===== src/rtl/biriscv_pipe_ctrl_nstage_pkg.sv =====
// Shared field layout for the execute/commit pipeline tracker: exception width,
// the interrupt cause code and the bit positions of one packed stage entry.
package biriscv_pipe_ctrl_nstage_pkg;

    localparam int EXCEPTION_W = 6;
    localparam logic [EXCEPTION_W-1:0] EXCEPTION_INTERRUPT = 6'h20;

    // Packed entry, LSB first: valid, late, ready, rd[5], pc[32], result[32], exc[EXC_W]
    localparam int ENTRY_VALID      = 0;
    localparam int ENTRY_LATE       = 1;
    localparam int ENTRY_READY      = 2;
    localparam int ENTRY_RD_LSB     = 3;
    localparam int ENTRY_PC_LSB     = 8;
    localparam int ENTRY_RESULT_LSB = 40;
    localparam int ENTRY_EXC_LSB    = 72;

    function automatic int entry_w(input int exc_w);
        return ENTRY_EXC_LSB + exc_w;
    endfunction

endpackage


===== src/rtl/biriscv_pipe_stage_reg.sv =====
// One pipeline stage register: clear beats load, load beats hold.
module biriscv_pipe_stage_reg #(
    parameter int W = 78
) (
    input  logic         clk_i,
    input  logic         rst_i,
    input  logic         load,
    input  logic         clear,
    input  logic [W-1:0] d,
    output logic [W-1:0] q
);

    always_ff @(posedge clk_i or posedge rst_i) begin
        if (rst_i)
            q <= '0;
        else if (clear)
            q <= '0;
        else if (load)
            q <= d;
    end

endmodule


===== src/rtl/biriscv_pipe_ctrl_nstage.sv =====
// In-order E1..WB pipeline tracker with late-result merge, squash and operand bypass lookup.
// Optional retired-instruction counter enabled by defining BIRISCV_PIPE_RETIRE_CNT_EN.
module biriscv_pipe_ctrl_nstage
    import biriscv_pipe_ctrl_nstage_pkg::*;
#(
    parameter int STAGES       = 3,
    parameter int RESULT_STAGE = 2,
    parameter int EXC_W        = EXCEPTION_W
) (
    input  logic             clk_i,
    input  logic             rst_i,
    input  logic             issue_valid_i,
    input  logic [4:0]       issue_rd_i,
    input  logic             issue_late_i,
    input  logic [31:0]      issue_result_i,
    input  logic [31:0]      issue_pc_i,
    input  logic [EXC_W-1:0] issue_exception_i,
    input  logic             late_valid_i,
    input  logic [31:0]      late_result_i,
    input  logic [EXC_W-1:0] late_exception_i,
    input  logic             squash_i,
    input  logic [4:0]       ra_i,
    input  logic [4:0]       rb_i,
    output logic             hazard_o,
    output logic             byp_ra_valid_o,
    output logic [31:0]      byp_ra_o,
    output logic             byp_rb_valid_o,
    output logic [31:0]      byp_rb_o,
    output logic             stall_o,
    output logic             squash_o,
    output logic             wb_valid_o,
    output logic [4:0]       wb_rd_o,
    output logic [31:0]      wb_result_o,
    output logic [31:0]      wb_pc_o,
    output logic [EXC_W-1:0] wb_exception_o,
    output logic [31:0]      retire_count_o
);

    localparam int W = entry_w(EXC_W);
    localparam int R = RESULT_STAGE;

    logic [W-1:0]  stage_q [1:STAGES];
    logic [W-1:0]  stage_d [1:STAGES];
    logic [STAGES:1] s_valid;
    logic [STAGES:1] s_ready;
    logic [4:0]    s_rd     [1:STAGES];
    logic [31:0]   s_result [1:STAGES];

    logic             r_wait, merge, exc_hit, insert, squash_q;
    logic [EXC_W-1:0] r_exc;
    logic [W-1:0]     r_fwd, issue_entry;
    logic             unused_wb_late;

    assign r_wait  = stage_q[R][ENTRY_VALID] & stage_q[R][ENTRY_LATE] & ~stage_q[R][ENTRY_READY];
    assign merge   = r_wait & late_valid_i;
    assign stall_o = r_wait & ~late_valid_i;
    assign r_exc   = stage_q[R][ENTRY_EXC_LSB +: EXC_W];

    // Build the RESULT_STAGE entry as it leaves, with any late result/fault merged in
    always_comb begin
        r_fwd   = stage_q[R];
        exc_hit = 1'b0;
        if (merge) begin
            r_fwd[ENTRY_READY]                 = 1'b1;
            r_fwd[ENTRY_RESULT_LSB +: 32]      = late_result_i;
            if (r_exc == '0)
                r_fwd[ENTRY_EXC_LSB +: EXC_W]  = late_exception_i;
        end
        exc_hit = stage_q[R][ENTRY_VALID] & ~stall_o & (r_fwd[ENTRY_EXC_LSB +: EXC_W] != '0);
        if (exc_hit)
            r_fwd[ENTRY_RD_LSB +: 5] = 5'd0;
    end

    always_ff @(posedge clk_i or posedge rst_i) begin
        if (rst_i)
            squash_q <= 1'b0;
        else
            squash_q <= exc_hit;
    end

    assign squash_o = exc_hit | squash_q;
    assign insert   = issue_valid_i & ~stall_o & ~squash_o & ~squash_i;

    always_comb begin
        issue_entry = '0;
        if (insert) begin
            issue_entry[ENTRY_VALID]              = 1'b1;
            issue_entry[ENTRY_LATE]               = issue_late_i;
            issue_entry[ENTRY_READY]              = ~issue_late_i;
            issue_entry[ENTRY_RD_LSB +: 5]        = issue_rd_i;
            issue_entry[ENTRY_PC_LSB +: 32]       = issue_pc_i;
            issue_entry[ENTRY_RESULT_LSB +: 32]   = issue_result_i;
            issue_entry[ENTRY_EXC_LSB +: EXC_W]   = issue_exception_i;
        end
    end

    // On a fault everything younger than the faulting entry is discarded, so stages 2..R take bubbles
    for (genvar k = 1; k <= STAGES; k++) begin : g_stage
        if (k == 1) begin : g_first
            assign stage_d[k] = issue_entry;
        end else if (k <= R) begin : g_young
            assign stage_d[k] = exc_hit ? '0 : stage_q[k-1];
        end else if (k == R + 1) begin : g_merge
            assign stage_d[k] = r_fwd;
        end else begin : g_old
            assign stage_d[k] = stage_q[k-1];
        end

        biriscv_pipe_stage_reg #(.W(W)) u_reg (
            .clk_i (clk_i),
            .rst_i (rst_i),
            .load  (~stall_o),
            .clear (squash_i),
            .d     (stage_d[k]),
            .q     (stage_q[k])
        );

        assign s_valid[k]  = stage_q[k][ENTRY_VALID];
        assign s_ready[k]  = stage_q[k][ENTRY_READY];
        assign s_rd[k]     = stage_q[k][ENTRY_RD_LSB +: 5];
        assign s_result[k] = stage_q[k][ENTRY_RESULT_LSB +: 32];
    end

    // Lookup chain runs oldest to youngest so the youngest matching stage wins
    logic [4:0]  op    [2];
    logic        hit_c [2][1:STAGES+1];
    logic        rdy_c [2][1:STAGES+1];
    logic [31:0] val_c [2][1:STAGES+1];

    assign op[0] = ra_i;
    assign op[1] = rb_i;

    for (genvar o = 0; o < 2; o++) begin : g_op
        assign hit_c[o][STAGES+1] = 1'b0;
        assign rdy_c[o][STAGES+1] = 1'b0;
        assign val_c[o][STAGES+1] = '0;
        for (genvar k = 1; k <= STAGES; k++) begin : g_lk
            localparam bit IS_R = (k == RESULT_STAGE);
            logic m;
            assign m           = s_valid[k] & (s_rd[k] == op[o]) & (op[o] != 5'd0);
            assign hit_c[o][k] = m | hit_c[o][k+1];
            assign rdy_c[o][k] = m ? (s_ready[k] | (IS_R & late_valid_i)) : rdy_c[o][k+1];
            assign val_c[o][k] = m ? (s_ready[k] ? s_result[k] : late_result_i) : val_c[o][k+1];
        end
    end

    assign byp_ra_valid_o = hit_c[0][1] & rdy_c[0][1];
    assign byp_rb_valid_o = hit_c[1][1] & rdy_c[1][1];
    assign byp_ra_o       = byp_ra_valid_o ? val_c[0][1] : '0;
    assign byp_rb_o       = byp_rb_valid_o ? val_c[1][1] : '0;
    assign hazard_o       = (hit_c[0][1] & ~rdy_c[0][1]) | (hit_c[1][1] & ~rdy_c[1][1]);

    assign wb_valid_o     = s_valid[STAGES] & ~stall_o;
    assign wb_rd_o        = wb_valid_o ? s_rd[STAGES] : 5'd0;
    assign wb_result_o    = s_result[STAGES];
    assign wb_pc_o        = stage_q[STAGES][ENTRY_PC_LSB +: 32];
    assign wb_exception_o = stage_q[STAGES][ENTRY_EXC_LSB +: EXC_W];
    assign unused_wb_late = stage_q[STAGES][ENTRY_LATE];

`ifdef BIRISCV_PIPE_RETIRE_CNT_EN
    logic [31:0] retire_q;

    always_ff @(posedge clk_i or posedge rst_i) begin
        if (rst_i)
            retire_q <= '0;
        else if (wb_valid_o && (wb_exception_o == '0))
            retire_q <= retire_q + 32'd1;
    end

    assign retire_count_o = retire_q;
`else
    assign retire_count_o = '0;
`endif

endmodule


===== config.mk =====
export PLATFORM = sky130hd
export DESIGN_NAME = biriscv_pipe_ctrl_nstage
export DESIGN_NICKNAME = d
export VERILOG_FILES = /design/src/rtl/biriscv_pipe_ctrl_nstage_pkg.sv /design/src/rtl/biriscv_pipe_stage_reg.sv /design/src/rtl/biriscv_pipe_ctrl_nstage.sv
export SDC_FILE = /design/constraint.sdc
export NUM_CORES = 1
export LEC_CHECK = 0
export ABC_AREA = 0
export BUFFER_PORTS_ARGS = -buffer_cell sky130_fd_sc_hd__buf_2
export CORE_ASPECT_RATIO = 1.1
export CORE_MARGIN = 1
export CORE_UTILIZATION = 56
export DETAILED_ROUTE_END_ITERATION = 7
export PLACE_DENSITY_LB_ADDON = 0.3
export SLEW_MARGIN = 40
export SYNTH_ARGS = -nofsm -noshare
export SYNTH_HDL_FRONTEND = slang
export SYNTH_HIERARCHICAL = 1
export SYNTH_SLANG_ARGS = --single-unit

===== constraint.sdc =====
create_clock -name clk_i -period 6.2 [get_ports clk_i]
set_input_delay 1.86 -clock clk_i [delete_from_list [all_inputs] [get_ports clk_i]]
set_output_delay 1.86 -clock clk_i [all_outputs]
set_load 0.02 [all_outputs]

==> reports/results.txt <==
The worst path needs 6.114 ns of the cycle, external delays included. In this run the power spent charging and discharging nets is 0.8068 mW. The critical setup path kind was input port to output pin. Summing every instance area after synthesis gives 14310 um2. The library cells used most frequently in the layout, excluding fill and tap cells, are 272 x sky130_fd_sc_hd__buf_2, 265 x sky130_fd_sc_hd__mux2i_1, 240 x sky130_fd_sc_hd__nor2_1.

On the critical path, the stage with the largest delay is an instance of sky130_fd_sc_hd__a211oi_1. The library cell used most frequently in the layout, excluding fill and tap cells, is sky130_fd_sc_hd__buf_2. STA puts the critical path data required time at 4.34 ns. Across the run, the number of max-cap violations was 0.

The share of post-route cells with drive strength above 1 is 30.39%, and the total number of vias is 11260. For this run, design rule violations remaining after detail routing come to 0. The run finished with clean final reports.

Worst setup path startpoint: ra_i[2]. The worst slew margin relative to its limit is 44.58%, and the final cell area excluding filler cells is 16490 um2. Row generation in the floorplan step produced 61 rows. The logs give 0 for the antenna violation net count after detailed routing and 3 for the largest buffer count on any clock path. The floorplan step defined a die boundary enclosing 26190 um2. Net switching is 24.17% of the power. The beginning of the worst register-to-register path is g_stage[2].u_reg/q[2]. After clock tree synthesis, the clock-pin slew on the worst setup and hold paths is 0.06 ns.

After detailed placement, the total cell area comes to 15600 um2. Detail-routed net length per standard cell: 19.93 um. After clock tree synthesis, the flow added hold-fix buffers numbering 0. The area growth from synthesis to final layout is 15.24%, and the number of levels in the clock H-tree is 1. The die extent in x is 154.4 um, and the initial standard-cell utilization of the core is 56.81%.

The initial antenna violation count came out at 7. The leakage power summed over all cells was 9.364 nW; the final worst-path cycle share was 98.61%. 306 I/O pins were placed. For the remaining global-route overflow, the log shows 0.

After detailed routing, the number of vias per cell comes to 5.877. The hold path startpoint is g_stage[1].u_reg/q[27]. For the total CTS buffers, the log shows 25. The logs give 0 for the count of final max-slew check failures and 0.2051 mV for the largest vdd supply drop. During placement, the flow inserted port buffers numbering 273. In this run the worst path has a maximum fanout of 4. The run gives 5857 um2 as the flip-flop and latch area. STA classifies the critical path endpoint as an output pin. For this block, the routed nets add up to 38160 um of wire. Setup slack on the worst reg-to-reg path comes out at 2.76 ns. The logs give 23580 um for the HPWL reported at the end of detailed placement and 6 for the number of optimization iterations in the first detailed-route pass.

Power density over the cells: 202.4 nW/um2. The share of total power dissipated in combinational logic is 9.4%. Net total in the final layout: 1709. Grouping stages by cell kind, the critical path spends the most delay in compound AO/OA/AOI/OAI gates. Measured along the y axis, the die boundary spans 169.6 um. The number of cells in the finished layout apart from fillers came out at 1915.

The clock share of power came out at 43.4%. The clock net sink count is 234, and the synthesized instance count is 1374. For the cell count after placement, the log shows 1865. The root buffer cell chosen for the clock tree is sky130_fd_sc_hd__clkbuf_16. Walking the worst path, the cells encountered are buf_2, or3_4, o311a_4, a311oi_4, nand2_1, a22o_2, a211oi_1, buf_2. The worst-margin pin slew is 0.8313 ns, and the global-route wire length before repair is 60330 um. At the worst endpoint, the arrival time is 4.25 ns.

The logs give 0 ns for the final total negative setup slack and 11250 for the via count of the first global-routing pass. Entering global routing, the biggest net connects 143 pins. Registers are responsible for 47.2% of the overall power. The clock latency on the worst-skew pair was 0.51 ns; the final setup skew was 0.01667 ns.

The final estimated routing congestion in global placement was 0.8796; the number of buffers and inverters on the critical path was 2. Counting stages on the worst path, the most repeated cell is sky130_fd_sc_hd__buf_2. Class of the tightest hold or removal check: flop to flop.

Largest stage delay on the critical path: 0.53 ns. TritonCTS built the clock tree. The tools report the type of origin of the critical path as an input port. The floorplan step defined a core boundary enclosing 25190 um2. The tools report the highest achievable clock rate as 163.6 MHz.

Filler cell count: 2060. The tools report the number of warnings reported in the yosys synthesis log as 6. The run gives 2.531 mW as the internal power. The logs give 0 for the final count of negative-setup-slack endpoints and 0 for the number of failing hold endpoints at the final stage. The run gives 28.85% as the total global-route track usage. Setup repair after global routing left no endpoint under its margin. The area of combinational cells with multiple inputs was 7682 um2; the detailed router's first-iteration violation count was 776. Mean instance size in the synthesized netlist: 10.41 um2.
==> final cells by class <==
| class | instances | area share (%) |
|---|---|---|
| inverters | 10 | 0.2656 |
| multi-input cells | 1007 | 46.59 |
| clock inverters | 8 | 0.5615 |
| diodes | 4 | 0.06071 |
| repair buffers | 302 | 10.40 |
| flip-flops and latches | 234 | 35.52 |
| clock buffers | 35 | 4.204 |
| well taps | 315 | 2.390 |
==> power groups by stage <==
stage               Clock (mW)  Combinational (mW)  Sequential, mW
finish                    1.45               0.313            1.58
detailed placement           0               0.310            1.60
global placement             0               0.304            1.60
floorplan                    0               0.212            1.60
CTS                       1.48               0.312            1.58
global route              1.54               0.345            1.58
==> routing by layer <==
layer	up-vias	part of all wire, %	GRT usage, %
li1	5186	-	-
met4	8	3.1	10.55
met5	-	0.13	0
met3	96	6.5	5.184
met1	5531	42	36.59
met2	434	49	49.32
==> registers in the layout, summed over array words and instances, names as in the netlist <==
name / flops
squash_q: 1
g_stage.u_reg/q: 233
==> final timing paths <==
kind / endpoint / cells after the start
min reg2reg: g_stage[1].u_reg/q[27] / 2
max reg2reg: g_stage[3].u_reg/q[68] / 9
max: byp_ra_o[0] / 8
min: g_stage[1].u_reg/q[27] / 2
max in group asynchronous: g_stage[2].u_reg/q[33] / 3
min in group asynchronous: squash_q / 2
==> stage by stage <==
step / util (%) / setup WS, ns / hold WS [ns] / power, mW
CTS: 65.06 / 0.03564 / 0.5159 / 3.373
detailed placement: 61.94 / 0.02603 / 0.5021 / 1.914
finish: 65.46 / 0.08632 / 0.5096 / 3.338
floorplan: - / 0.4682 / 0.4776 / 1.813
global placement: 61.81 / 0.003470 / 0.4921 / 1.907
global route: 65.43 / 0.05782 / 0.5400 / 3.463
==> worst register-to-register path, cell delays in order, from the launching register on <==
cell and delay, ns:
sky130_fd_sc_hd__dfrtp_1 0.35, sky130_fd_sc_hd__buf_4 0.46, sky130_fd_sc_hd__nand2b_1 0.31, sky130_fd_sc_hd__nor2_1 0.10, sky130_fd_sc_hd__nand2_4 0.11, sky130_fd_sc_hd__buf_4 0.66, sky130_fd_sc_hd__buf_12 0.39, sky130_fd_sc_hd__buf_16 0.41
sky130_fd_sc_hd__mux2i_1 0.44, sky130_fd_sc_hd__nor2_1 0.07
==> what timing repair did <==
action	CTS	global route
setup buffers	0	0
gates resized for setup	0	3
setup endpoints to repair	0	2
Power figures use the tool's default switching activity.
